### src/rtl/line_drawer_arbiter_pkg.sv
// Shared definitions for the line drawer arbiter: width derivations,
// coordinate types and the arbiter FSM state encoding.
package line_drawer_arbiter_pkg;

  function automatic int x_width(input int hor_pixels);
    return $clog2(hor_pixels);
  endfunction

  function automatic int y_width(input int ver_pixels);
    return $clog2(ver_pixels);
  endfunction

  // A single requester would still need a 1-bit index to keep ports legal.
  function automatic int id_width(input int requesters);
    return (requesters > 1) ? $clog2(requesters) : 1;
  endfunction

  localparam int X_WIDTH_DEF = x_width(640);
  localparam int Y_WIDTH_DEF = y_width(480);

  typedef logic [X_WIDTH_DEF-1:0] x_coord_t;
  typedef logic [Y_WIDTH_DEF-1:0] y_coord_t;

  typedef enum logic [1:0] {
    ST_IDLE   = 2'd0,
    ST_WAIT_1 = 2'd1,
    ST_WAIT_2 = 2'd2
  } state_t;

endpackage

### src/rtl/line_drawer_arbiter_rr_picker.sv
// Combinational round-robin picker: searches upward from (last+1) mod N
// and reports the first asserted request.
module rr_picker
  import line_drawer_arbiter_pkg::*;
#(
  parameter  int N  = 2,
  localparam int IW = id_width(N)
) (
  input  logic [N-1:0]  req_i,
  input  logic [IW-1:0] last_i,
  output logic [IW-1:0] winner_o,
  output logic          found_o
);

  logic [IW-1:0] idx;

  always_comb begin
    winner_o = '0;
    found_o  = 1'b0;
    idx      = '0;
    // Offset N wraps back to last itself, so the previous winner is checked last.
    for (int k = 1; k <= N; k++) begin
      idx = IW'((int'(last_i) + k) % N);
      if (!found_o && req_i[idx]) begin
        winner_o = idx;
        found_o  = 1'b1;
      end
    end
  end

endmodule

### src/rtl/line_drawer_arbiter.sv
// Round-robin arbiter letting several line sources share one line drawer.
// Handshake: req_valid is a level held with stable coords until req_ack pulses.
module line_drawer_arbiter
  import line_drawer_arbiter_pkg::*;
#(
  parameter  int HOR_ACTIVE_PIXELS = 640,
  parameter  int VER_ACTIVE_PIXELS = 480,
  parameter  int REQUESTERS        = 2,
  localparam int X_WIDTH           = x_width(HOR_ACTIVE_PIXELS),
  localparam int Y_WIDTH           = y_width(VER_ACTIVE_PIXELS),
  localparam int ID_WIDTH          = id_width(REQUESTERS)
) (
  input  logic                          clk,
  input  logic                          rst,
  input  logic [REQUESTERS-1:0]         req_valid,
  input  logic [REQUESTERS*X_WIDTH-1:0] req_x1,
  input  logic [REQUESTERS*X_WIDTH-1:0] req_x2,
  input  logic [REQUESTERS*Y_WIDTH-1:0] req_y1,
  input  logic [REQUESTERS*Y_WIDTH-1:0] req_y2,
  output logic [REQUESTERS-1:0]         req_ack,
  output logic [REQUESTERS-1:0]         req_done,
  output logic [X_WIDTH-1:0]            x1,
  output logic [X_WIDTH-1:0]            x2,
  output logic [Y_WIDTH-1:0]            y1,
  output logic [Y_WIDTH-1:0]            y2,
  output logic                          line_drawer_start,
  input  logic                          line_drawer_ready,
  output logic                          busy,
  output logic [ID_WIDTH-1:0]           grant_id,
  output logic [1:0]                    dbg_state
);

  state_t                  state_q;
  logic [X_WIDTH-1:0]      x1_q, x2_q;
  logic [Y_WIDTH-1:0]      y1_q, y2_q;
  logic                    start_q;
  logic                    busy_q;
  logic [REQUESTERS-1:0]   ack_q, done_q;
  logic [ID_WIDTH-1:0]     grant_q, last_q;

  logic [ID_WIDTH-1:0]     pick_winner;
  logic                    pick_found;
  logic [X_WIDTH-1:0]      x1_d, x2_d;
  logic [Y_WIDTH-1:0]      y1_d, y2_d;

  function automatic logic [X_WIDTH-1:0] sat_x(input logic [X_WIDTH-1:0] v);
    if (int'(v) >= HOR_ACTIVE_PIXELS) return X_WIDTH'(HOR_ACTIVE_PIXELS - 1);
    return v;
  endfunction

  function automatic logic [Y_WIDTH-1:0] sat_y(input logic [Y_WIDTH-1:0] v);
    if (int'(v) >= VER_ACTIVE_PIXELS) return Y_WIDTH'(VER_ACTIVE_PIXELS - 1);
    return v;
  endfunction

  rr_picker #(.N(REQUESTERS)) u_picker (
    .req_i    (req_valid),
    .last_i   (last_q),
    .winner_o (pick_winner),
    .found_o  (pick_found)
  );

  assign x1_d = sat_x(req_x1[int'(pick_winner)*X_WIDTH +: X_WIDTH]);
  assign x2_d = sat_x(req_x2[int'(pick_winner)*X_WIDTH +: X_WIDTH]);
  assign y1_d = sat_y(req_y1[int'(pick_winner)*Y_WIDTH +: Y_WIDTH]);
  assign y2_d = sat_y(req_y2[int'(pick_winner)*Y_WIDTH +: Y_WIDTH]);

  always_ff @(posedge clk) begin
    if (rst) begin
      state_q <= ST_IDLE;
      x1_q    <= '0;
      x2_q    <= '0;
      y1_q    <= '0;
      y2_q    <= '0;
      start_q <= 1'b0;
      busy_q  <= 1'b0;
      ack_q   <= '0;
      done_q  <= '0;
      grant_q <= '0;
      last_q  <= ID_WIDTH'(REQUESTERS - 1);
    end else begin
      start_q <= 1'b0;
      ack_q   <= '0;
      done_q  <= '0;
      case (state_q)
        ST_IDLE: begin
          // The cycle showing req_done is a dead cycle: no grant there.
          if (line_drawer_ready && pick_found && (done_q == '0)) begin
            x1_q               <= x1_d;
            x2_q               <= x2_d;
            y1_q               <= y1_d;
            y2_q               <= y2_d;
            start_q            <= 1'b1;
            ack_q[pick_winner] <= 1'b1;
            grant_q            <= pick_winner;
            last_q             <= pick_winner;
            busy_q             <= 1'b1;
            state_q            <= ST_WAIT_1;
          end
        end
        ST_WAIT_1: begin
          // Drawer may not have dropped ready yet, so it is ignored here.
          state_q <= ST_WAIT_2;
        end
        ST_WAIT_2: begin
          if (line_drawer_ready) begin
            done_q[grant_q] <= 1'b1;
            busy_q          <= 1'b0;
            state_q         <= ST_IDLE;
          end
        end
        default: begin
          busy_q  <= 1'b0;
          state_q <= ST_IDLE;
        end
      endcase
    end
  end

  assign x1                = x1_q;
  assign x2                = x2_q;
  assign y1                = y1_q;
  assign y2                = y2_q;
  assign line_drawer_start = start_q;
  assign req_ack           = ack_q;
  assign req_done          = done_q;
  assign busy              = busy_q;
  assign grant_id          = grant_q;
  assign dbg_state         = state_q;

endmodule

### config.mk
export PLATFORM = sky130hd
export DESIGN_NAME = line_drawer_arbiter
export DESIGN_NICKNAME = d
export VERILOG_FILES = /design/src/rtl/line_drawer_arbiter_pkg.sv /design/src/rtl/line_drawer_arbiter_rr_picker.sv /design/src/rtl/line_drawer_arbiter.sv
export SDC_FILE = /design/constraint.sdc
export NUM_CORES = 1
export LEC_CHECK = 0
export CAP_MARGIN = 40
export CORE_MARGIN = 1
export CORE_UTILIZATION = 40
export CTS_CLUSTER_SIZE = 40
export DETAILED_ROUTE_END_ITERATION = 16
export MAX_ROUTING_LAYER = met4
export PLACE_DENSITY = 0.85
export SLEW_MARGIN = 15
export SYNTH_ARGS = -nofsm -noshare
export SYNTH_HDL_FRONTEND = slang
export SYNTH_HIERARCHICAL = 1
export SYNTH_SLANG_ARGS = --single-unit
### constraint.sdc
create_clock -name clk -period 4.1 [get_ports clk]
set_input_delay 1.23 -clock clk [delete_from_list [all_inputs] [get_ports clk]]
set_output_delay 1.23 -clock clk [all_outputs]
set_load 0.05 [all_outputs]
Word level (Yosys, flattened, before mapping)
Index checks and enable logic that the tools add are counted.

word-level totals
  register bits after elaboration = 48

cells by class
  equality and inequality tests = 4
  bitwise logic cells = 5
  $mul = 2
  add/subtract/negate cells = 2
  magnitude comparators = 10
  muxes and demuxes = 31
  shift operators = 4
  reductions and logical operators = 14

operator list
  cell                                                                  count
  10-bit two-way mux                                                    4
  9-bit two-way mux                                                     4
  18-bit by 32-bit indexed part select with 9-bit output                1
  20-bit by 32-bit indexed part select with 10-bit output               1
  10-bit greater-or-equal comparator, second input constant             2
  20-bit by 6-bit indexed part select with 10-bit output                1
  9-bit greater-or-equal comparator, second input constant              2
  18-bit by 6-bit indexed part select with 9-bit output                 1
  1-bit two-way mux                                                     17
  1-bit by 2-bit < comparator with 1-bit output, second input constant  4
  2-bit one-hot mux with 3 select lines                                 1
  3-bit OR reduction                                                    2
  1-bit logical AND                                                     5
  1-bit by 4-bit multiplier with 5-bit output, second input constant    1
  1-bit inverter                                                        5
  2-bit logical NOT                                                     2
  1-bit by 3-bit multiplier with 4-bit output, second input constant    1
  2-bit two-way mux                                                     2
  2-bit != test, second input constant                                  2
  2-bit AND reduction                                                   2
  1-bit one-hot mux with 3 select lines                                 1
  3-bit AND reduction                                                   1
  1-bit adder, second input constant                                    2
  1-bit demux with 1-bit select                                         2
  5 further kinds                                                       6

Longest topological paths before layout
Gate-level depths: netlist (run 1).

  depth in word-level cells = 12
  mapped depth = 7
  mapped depth without buffers = 5

Cells and area by module
Netlist (run 1), hierarchy kept.

modules (own cells, without submodules)
  module               cells each  area each (um^2)  times used
  line_drawer_arbiter  235         2,127.0           1
  rr_picker            2           13.8              1

Worst setup path before layout (run 1)
OpenSTA, ideal clock, no wires.

  path type = input to register
  start point = input req_valid[1]
  end point = register y2_q[5] (netlist: y2[5])
  setup time = 0.117 ns
  data required time = 3.983 ns
  buffers on the path = 2
  data arrival time = 2.318 ns
  setup slack = 1.664 ns
  cell stages on the path = 6
  cell sequence = a21boi_0 > buf_2 > buf_4 > mux2i_1 > nor3_1 > a32o_1

on the way
  cells in the longest elaborated chain, start to end = 11
  elaborated cells on any way between the ends = 18

RTL lines
  what                                                   line                                 text
  start, declared                                        line_drawer_arbiter.sv:15            input logic [REQUESTERS-1:0] req_valid,
  1-bit two-way mux (not written as such) (2 in a row)   line_drawer_arbiter_rr_picker.sv:24  if (!found_o && req_i[idx]) begin
  1-bit two-way mux                                      line_drawer_arbiter_rr_picker.sv:24
  1-bit logical NOT                                      line_drawer_arbiter_rr_picker.sv:24
  1-bit logical AND                                      line_drawer_arbiter_rr_picker.sv:24
  1-bit two-way mux                                      line_drawer_arbiter_rr_picker.sv:24
  1-bit by 4-bit multiplier with 5-bit output            line_drawer_arbiter.sv:66            assign y2_d = sat_y(req_y2[int'(pick_winner)*Y_WIDTH +: Y_WIDTH]);
  18-bit by 6-bit indexed part select with 9-bit output  line_drawer_arbiter.sv:66
  9-bit greater-or-equal comparator                      line_drawer_arbiter.sv:52            if (int'(v) >= VER_ACTIVE_PIXELS) return Y_WIDTH'(VER_ACTIVE_PIXELS - 1);
  1-bit two-way mux                                      line_drawer_arbiter.sv:52
  9-bit two-way mux                                      line_drawer_arbiter.sv:53            return v;
  end signal, assigned                                   line_drawer_arbiter.sv:92            y2_q <= y2_d;
  end, declared                                          line_drawer_arbiter.sv:35            logic [Y_WIDTH-1:0] y1_q, y2_q;

Parallel ways exist; a longest one is shown, timed or not. The select of a mux whose other input is x is not followed.
A chain may end at the register's enable or synchronous reset.

Final worst setup path (run 1)
  start point = input req_valid[1]
  end point = register y1_q[3] (netlist: y1[3])

on the way
  cells in the longest elaborated chain, start to end = 11
  elaborated cells on any way between the ends = 18

RTL lines
  what                                                        line                                 text
  1-bit two-way mux (not written as such) (2 in a row)        line_drawer_arbiter_rr_picker.sv:24
  1-bit two-way mux                                           line_drawer_arbiter_rr_picker.sv:24
  1-bit logical NOT                                           line_drawer_arbiter_rr_picker.sv:24
  1-bit logical AND                                           line_drawer_arbiter_rr_picker.sv:24
  1-bit two-way mux (*)                                       line_drawer_arbiter_rr_picker.sv:24
  net pick_winner                                             line_drawer_arbiter.sv:41            logic [ID_WIDTH-1:0] pick_winner;
  1-bit by 4-bit multiplier with 5-bit output (*)             line_drawer_arbiter.sv:65            assign y1_d = sat_y(req_y1[int'(pick_winner)*Y_WIDTH +: Y_WIDTH]);
  18-bit by 32-bit indexed part select with 9-bit output (*)  line_drawer_arbiter.sv:65
  9-bit greater-or-equal comparator                           line_drawer_arbiter.sv:52
  1-bit two-way mux                                           line_drawer_arbiter.sv:52
  9-bit two-way mux (*)                                       line_drawer_arbiter.sv:53
  end signal, assigned                                        line_drawer_arbiter.sv:91            y1_q <= y1_d;
  end, declared                                               line_drawer_arbiter.sv:35

Mark *: on every way through the listed nets, which the timed path passes. The rest lies on a longest branch. The select of a mux whose other input is x is not followed.

==> results of run 1 <==
[power by group]
part | total, uW | internal, uW | leakage [uW] | switching, uW
combinational | 443 | 188 | 0.000858 | 255
clock | 366 | 215 | 0.0000645 | 151
sequential | 530 | 507 | 0.000396 | 22.4
[cell usage after synthesis]
master    instances
a211oi_1         20
a21boi_0          1
a21oi_1           6
a311oi_1         14
a31oi_1           1
a32o_1            2
a32oi_1           1
and3_1            1
and4_4            1
buf_1             1
buf_2             6
buf_4             2
buf_6             4
clkbuf_1          5
dfxtp_1          48
inv_1             5
mux2i_1          30
nand2_1          12
nand2b_1          4
nand3_1           3
nand4_1           1
nor2_1           54
nor3_1            7
nor3b_1           2
o21ai_0           1
o22ai_1           2
o32ai_1           2
or2_1             1
[stage by stage]
step | area [um2] | power (uW) | setup WS (ps)
final | 3557 | 1339 | 1242
after global routing | 3557 | 1392 | 1055
after CTS | 3557 | 1349 | 1209
after detailed placement | 3431 | 985.6 | 910.4
after global placement | 3431 | 977.2 | 1008
after floorplan | 2141 | 805.9 | 1664
[tightest hold or removal path, stage by stage, from the launching register on]
cell	delay (ps)
dfxtp_1	320
nand2_1	50
a21oi_1	50
[cell usage in the layout (no fill, tap or decap)]
master and instances:
nand4_1 1, o22ai_1 2, nand2_1 12, a31oi_1 1, dfxtp_1 48, o21ai_0 1
mux2i_1 30, a211oi_1 20, buf_4 5, nand2b_1 4, and4_4 1, a21boi_4 1
o32ai_1 2, nor3_1 7, bufinv_16 1, a32oi_1 1, nor3b_1 2, or2_1 1
nand3_1 3, and3_1 1, a32o_1 2, inv_1 5, nor2_1 54, clkbuf_8 7
a311oi_1 14, clkdlybuf4s50_1 126, buf_2 1, a21oi_1 6
[layout make-up]
cell class / count / area, um2
fillers: 433 / 1583
repair buffers: 132 / 1304
multi-input cells: 166 / 1060
flip-flops and latches: 48 / 960.9
clock buffers: 7 / 96.34
well taps: 70 / 87.58
clock inverters: 1 / 30.03
inverters: 5 / 18.77
[logic make-up (layout without fill, tap and decap cells)]
group	Yosys count	count (layout)	synth area share, %
AO/OA/AOI/OAI	50	50	17.77
flip-flops	48	48	44.89
buffers and inverters	23	145	6.136
multiplexers	30	30	14.03
AND/OR/NAND/NOR	86	86	17.18
[per-layer routing]
layer | vias up | wire length (um) | part of all wire (%) | GRT usage, %
li1 | 1093 | - | - | -
met1 | 1010 | 2496 | 42 | 23.94
met2 | 80 | 2996 | 51 | 37.34
met3 | 6 | 345 | 5.8 | 4.418
met4 | 0 | 60 | 1.0 | 7.407
met5 | - | 0 | 0 | -
[sequential cells by signal, indices dropped and copies added, names as in the netlist]
| name | count |
|---|---|
| y2 | 9 |
| busy | 1 |
| req_done | 2 |
| grant_id | 1 |
| x2 | 10 |
| dbg_state | 2 |
| x1 | 10 |
| req_ack | 2 |
| last_q | 1 |
| y1 | 9 |
| line_drawer_start | 1 |
[how the worst max path moves through the flow]
stage | from | to | slack (ps)
CTS | req_valid[1] | y1[3] | 1210
detailed placement | req_valid[1] | y1[3] | 910
global route | req_valid[1] | y1[3] | 1060
global placement | req_valid[1] | y1[1] | 1010
floorplan | req_valid[1] | y2[5] | 1660
finish | req_valid[1] | y1[3] | 1240
==> impl_metrics.yaml, run 1 <==
timing:
  worst_pin_slew_ps: 573.6
  post-route-period-util_pct: 69.70
  min_period_ps: 2858
  setup_viol: 0
  tns_ps: 0
  rsz0062_at_grt: "no"
  slew_violations: 0
  max-slew-margin-rel_pct: 61.76
  fmax_ghz: 0.3499
  skew_ps: 5.366
  whs_ps: 469.0
  hold_violations: 0
yosys:
  synth_area_leaders: "dfxtp_1, mux2i_1, nor2_1"
  synth_seq_area_share_pct: 44.89
  syn_nets: 318
  synth_warnings: 6
  synth_top_area_cell: "dfxtp_1"
  yosysTopAreaCellShare_pct: 44.89
  avgSynthCellArea_um2: 9.033
  ys_ff_latch: 48
  synth_cell_types: 28
  synth_cells: 237
  synth_area_um2: 2141
worst_setup_path:
  worstRegToRegCells: 6
  timing.rr.end: "y1[3]"
  worst-path-buf-inv: 2
  regToRegStartpoint: "last_q"
  cp.required_ps: 4300
  path_depth: 7
  crit_path_max_fanout: 14
  cp-start-kind: "primary input"
  end_kind: "flip-flop"
  ff2ff_setup_slack_ps: 2300
  max_stage_delay_ps: 470
  cp.arrival_ps: 3060
  cp_cell_sequence: "clkdlybuf4s50_1 > a21boi_4 > buf_4 > nand2_1 > nor2_1 > a21oi_1 > a311oi_1"
  cp_top_family: "compound AO/OA/AOI/OAI gates"
  crit_slowest_cell: "clkdlybuf4s50_1"
  worstSetupPathType: "in2reg"
place:
  dpl.cell_count: 421
  dp_hpwl_um: 4540
  place_congestion: 0.7676
  portBuffers: 127
floorplanning:
  coreArea_um2: 5140
  die-area_um2: 5648
  row_count: 26
  die-width_um: 75.16
  start_util_pct: 41.65
  ios: 128
  die_h_um: 75.16
worst_hold_path:
  holdPathEnd: "busy"
  hold_class: "reg2reg"
  min_from: "busy"
  whs_path_depth: 2
cts:
  cts_buffers: 5
  cts_htree_levels: 2
  cts.repair.resized: 0
  cts_tree: "built"
  clkTransAtPathRegs_ps: 80
  clock_sinks: 48
  cts_hold_buffers: 0
  clkLatencyLatePin_ps: 300
  post_cts_buffers: 0
  cts_root_buf: "clkbuf_8"
  clock_path_buffers: 2
layout:
  drive_gt1_share_pct: 4.457
  final_util_pct: 69.21
  diodes: 0
  nets: 439
  instances_no_fill: 429
  syn_to_final_growth_pct: 66.16
run:
  cap_violations: 0
detailed_routing:
  postRouteAntennaNets: 0
  finalWirelength_um: 5898
  vias_per_cell: 5.103
  post-route-drc-count: 0
  routedWlPerCell_um: 13.75
  drt-initial-drc-count: 57
  firstDrtPassIters: 4
  vias: 2189
global_route:
  antenna_found_initial: 0
  grt_use_total_pct: 21.26
  grt_pass1_vias: 2094
  grt_max_degree: 59
  grt_overflow: 0
  grt_pass1_wl_um: 8866
status:
  status: "complete, no violations"
power:
  cellLeakagePower_uw: 0.001319
  peakVddDrop_uv: 200.0
  power_density_nw_per_um2: 376.4
No activity file was read; power rests on OpenSTA's default activity.
==> run 2, diff against run 1 <==
CORE_UTILIZATION = 34   (was 40)
PLACE_DENSITY = 0.77   (was 0.85)
clock period = 2.44 ns   (was 4.1 ns; I/O delays follow)
==> run 2 against run 1 <==
Net effect:
- register-to-register slack got worse by 1500 ps
- clock power rose by 65%
- total power is 69% higher
- critical path depth is 6 lower
- cell area grew 3.1%
- via count fell by 0.27%
- sequential share of layout area decreased by 0.80 points
- die area up 17%
- critical path type is now reg2out
- largest power group unchanged
==> impl_metrics.yaml, run 2 (synthesis results as in run 1) <==
timing:
  min_period_ps: 2312
  fmax_ghz: 0.4325
  slew_violations: 0
  post-route-period-util_pct: 94.76
  skew_ps: 9.448
  worst_pin_slew_ps: 551.9
  setup_viol: 0
  tns_ps: 0
  rsz0062_at_grt: "no"
  hold_violations: 0
  max-slew-margin-rel_pct: 63.09
worst_hold_path:
  hold_class: "reg2reg"
cts:
  clock_path_buffers: 2
  cts_root_buf: "clkbuf_8"
  clkLatencyLatePin_ps: 300
  post_cts_buffers: 0
  clock_sinks: 48
  cts_tree: "built"
  clkTransAtPathRegs_ps: 90
  cts_hold_buffers: 0
  cts_buffers: 5
  cts.repair.resized: 0
  cts_htree_levels: 2
worst_setup_path:
  max_stage_delay_ps: 840
  worst-path-buf-inv: 1
  cp.arrival_ps: 1580
  cp-start-kind: "flip-flop"
  worstSetupPathType: "reg2out"
  crit_path_max_fanout: 7
  end_kind: "primary output"
  cp_top_family: "buffers and inverters"
  cp.required_ps: 1710
  crit_slowest_cell: "clkdlybuf4s50_1"
  cp_cell_sequence: "clkdlybuf4s50_1"
global_route:
  grt_overflow: 0
  grt_max_degree: 28
  antenna_found_initial: 0
  grt_pass1_vias: 2110
  grt_pass1_wl_um: 9708
  grt_use_total_pct: 19.91
detailed_routing:
  postRouteAntennaNets: 0
  routedWlPerCell_um: 13.54
  firstDrtPassIters: 4
  finalWirelength_um: 5957
  post-route-drc-count: 0
  drt-initial-drc-count: 95
  vias: 2183
  vias_per_cell: 4.961
place:
  portBuffers: 127
  place_congestion: 0.7712
  dp_hpwl_um: 4629
  placed_area_um2: 3545
layout:
  seq_area_um2: 960.9
  nets: 445
  syn_to_final_growth_pct: 71.25
  final_common_cell: "clkdlybuf4s50_1"
  drive_gt1_share_pct: 6.027
  final_util_pct: 61.19
  multi_input_area_um2: 1060
  fin_area_um2: 3666
  final_cell_mix: "clkdlybuf4s50_1, nor2_1, dfxtp_1"
  fill_cells: 530
  diodes: 0
floorplanning:
  die-width_um: 81.35
  start_util_pct: 35.74
  die_h_um: 81.35
  coreArea_um2: 5991
  ios: 128
  die-area_um2: 6618
  row_count: 28
power:
  peakVddDrop_uv: 373.2
  cellLeakagePower_uw: 0.001366
  power_density_nw_per_um2: 618.9
  total_power_uw: 2269
run:
  cap_violations: 0
status:
  status: "complete, no violations"
run 2: cell count changes in the layout (fill, tap and decap cells not counted):
cell / before / now
clkbuf_8: 7 / 6
clkinv_4: 0 / 1
buf_4: 5 / 6
buf_12: 0 / 5
run 2: power breakdown:
| part | internal, uW | switching (uW) |
|---|---|---|
| combinational | 344 | 431 |
| sequential | 853 | 37.1 |
| clock | 335 | 270 |
run 2: layer usage:
metal | wire length (um) | share of wire [%] | vias to the layer above | global-route usage, %
met4 | 128 | 2.1 | 0 | 8.571
met1 | 2433 | 41 | 978 | 22.90
li1 | - | - | 1111 | -
met2 | 2910 | 49 | 82 | 32.42
met5 | 0 | 0 | - | -
met3 | 485 | 8.1 | 12 | 5.281
run 2: layout make-up:
cell class	instances	share of cell area, %
sequential	48	26.21
clock inverter	2	1.058
inverter	5	0.5119
timing repair buffer	138	38.50
tap	75	2.560
clock buffer	6	2.253
multi-input combinational	166	28.91
run 2: path summary, 6_finish.rpt:
path	from	to	slack (ps)	depth (start not counted)
setup / recovery	dbg_state[0]	dbg_state[0]	130	1
setup reg to reg	last_q	y1[0]	840	6
hold reg to reg	busy	busy	470	2
hold / removal	busy	busy	470	2
run 2: stage by stage:
| stage | hold slack [ps] | setup slack (ps) | instances |
|---|---|---|---|
| floorplan | 430.9 | 502.1 | 237 |
| CTS | 470.9 | 114.2 | 440 |
| global route | 496.1 | 65.53 | 440 |
| finish | 471.0 | 128.0 | 440 |
| global placement | 457.8 | 37.76 | 432 |
| detailed placement | 453.0 | -19.37 | 432 |
==> run 3, diff against run 2 <==
PLACE_DENSITY = 0.84   (was 0.77)
==> run 3 against run 2 <==
Net effect:
- clock skew decreased by 4.4 ps
- final cell count up 0.45%
- cell area decreased by 0.92%
- die area unchanged
- critical path type unchanged
- worst hold slack got worse by 11 ps
- sequential power is essentially flat
- non-clock buffer count rose by 2
- sequential share of layout area up 0.24 points
==> impl_metrics.yaml, run 3 (synthesis results as in run 1) <==
status:
  status: "complete, no violations"
floorplanning:
  start_util_pct: 35.74
  die-width_um: 81.35
  die_h_um: 81.35
  ios: 128
  die-area_um2: 6618
  coreArea_um2: 5991
  row_count: 28
detailed_routing:
  drt-initial-drc-count: 96
  routedWlPerCell_um: 14.23
  postRouteAntennaNets: 0
  firstDrtPassIters: 4
  vias_per_cell: 5.093
  vias: 2251
  post-route-drc-count: 0
  finalWirelength_um: 6290
timing:
  skew_ps: 5.025
  whs_ps: 460.1
  post-route-period-util_pct: 94.14
  rsz0062_at_grt: "no"
  hold_violations: 0
  slew_violations: 0
  setup_viol: 0
  max-slew-margin-rel_pct: 62.71
  fmax_ghz: 0.4354
  worst_pin_slew_ps: 557.6
  min_period_ps: 2297
cts:
  cts_root_buf: "clkbuf_8"
  clock_sinks: 48
  cts_hold_buffers: 0
  cts_htree_levels: 2
  cts_buffers: 5
  clkTransAtPathRegs_ps: 80
  post_cts_buffers: 0
  cts_tree: "built"
  clkLatencyLatePin_ps: 290
  cts.repair.resized: 0
  clock_path_buffers: 2
global_route:
  grt_pass1_vias: 2220
  grt_max_degree: 43
  grt_pass1_wl_um: 9804
  antenna_found_initial: 0
  grt_overflow: 0
  grt_use_total_pct: 19.76
worst_setup_path:
  cp_top_family: "buffers and inverters"
  end_kind: "primary output"
  worstSetupPathType: "reg2out"
  cp.arrival_ps: 1560
  cp_cell_sequence: "clkdlybuf4s50_1"
  crit_path_max_fanout: 7
  cp.required_ps: 1710
  worst-path-buf-inv: 1
  cp-start-kind: "flip-flop"
  crit_slowest_cell: "clkdlybuf4s50_1"
  max_stage_delay_ps: 840
layout:
  fin_area_um2: 3632
  nets: 447
  final_common_cell: "clkdlybuf4s50_1"
  syn_to_final_growth_pct: 69.67
  final_cell_mix: "clkdlybuf4s50_1, nor2_1, dfxtp_1"
  drive_gt1_share_pct: 6.540
  diodes: 0
  fill_cells: 520
power:
  power_density_nw_per_um2: 591.9
  peakVddDrop_uv: 317.1
  cellLeakagePower_uw: 0.001349
run:
  cap_violations: 0
worst_hold_path:
  hold_class: "reg2reg"
place:
  placed_area_um2: 3535
  portBuffers: 127
  place_congestion: 0.8250
  dp_hpwl_um: 4875
## run 3: changes by cell type in the layout (fill, tap and decap cells not counted), sizes merged
cell / previous run / this run
buf: 12 / 14
clkinvlp: 0 / 2
bufinv: 1 / 0
clkinv: 1 / 0
## run 3: per-stage QoR
stage,setup WS (ps),util (%),TNS (ps),instances,power (uW)
floorplan,502.1,-,0,237,1354
global placement,-0.3508,59.00,-0.3508,434,1671
detailed placement,-89.12,59.00,-738.0,434,1683
CTS,127.4,60.63,0,442,2171
global route,45.63,60.63,0,442,2258
finish,143.0,60.63,0,442,2150
## run 3: final timing paths
| kind | start | to | slack, ps | depth (start not counted) |
|---|---|---|---|---|
| hold / removal | busy | busy | 460 | 2 |
| setup reg to reg | last_q | x2[6] | 820 | 6 |
| setup / recovery | dbg_state[0] | dbg_state[0] | 140 | 1 |
| hold reg to reg | busy | busy | 460 | 2 |
## run 3: layer usage
layer	share of wire [%]	up-vias	global-route usage, %
li1	-	1113	-
met1	41	1033	21.85
met2	51	97	35.17
met3	7.3	8	4.270
met4	0.79	0	5.893
met5	0	-	-
## run 3: layout make-up
cell class                      count  area [um2]  share of cell area, %
Clock buffer                        6       82.58                  2.274
Multi-Input combinational cell    166        1060                  29.18
Inverter                            5       18.77                 0.5167
Sequential cell                    48       960.9                  26.46
Tap cell                           75       93.84                  2.584
Clock inverter                      2       15.01                 0.4134
Timing Repair Buffer              140        1401                  38.58
## run 3: power by group
group | internal [uW] | switching, uW
clock | 229 | 256
combinational | 338 | 434
sequential | 853 | 39.7
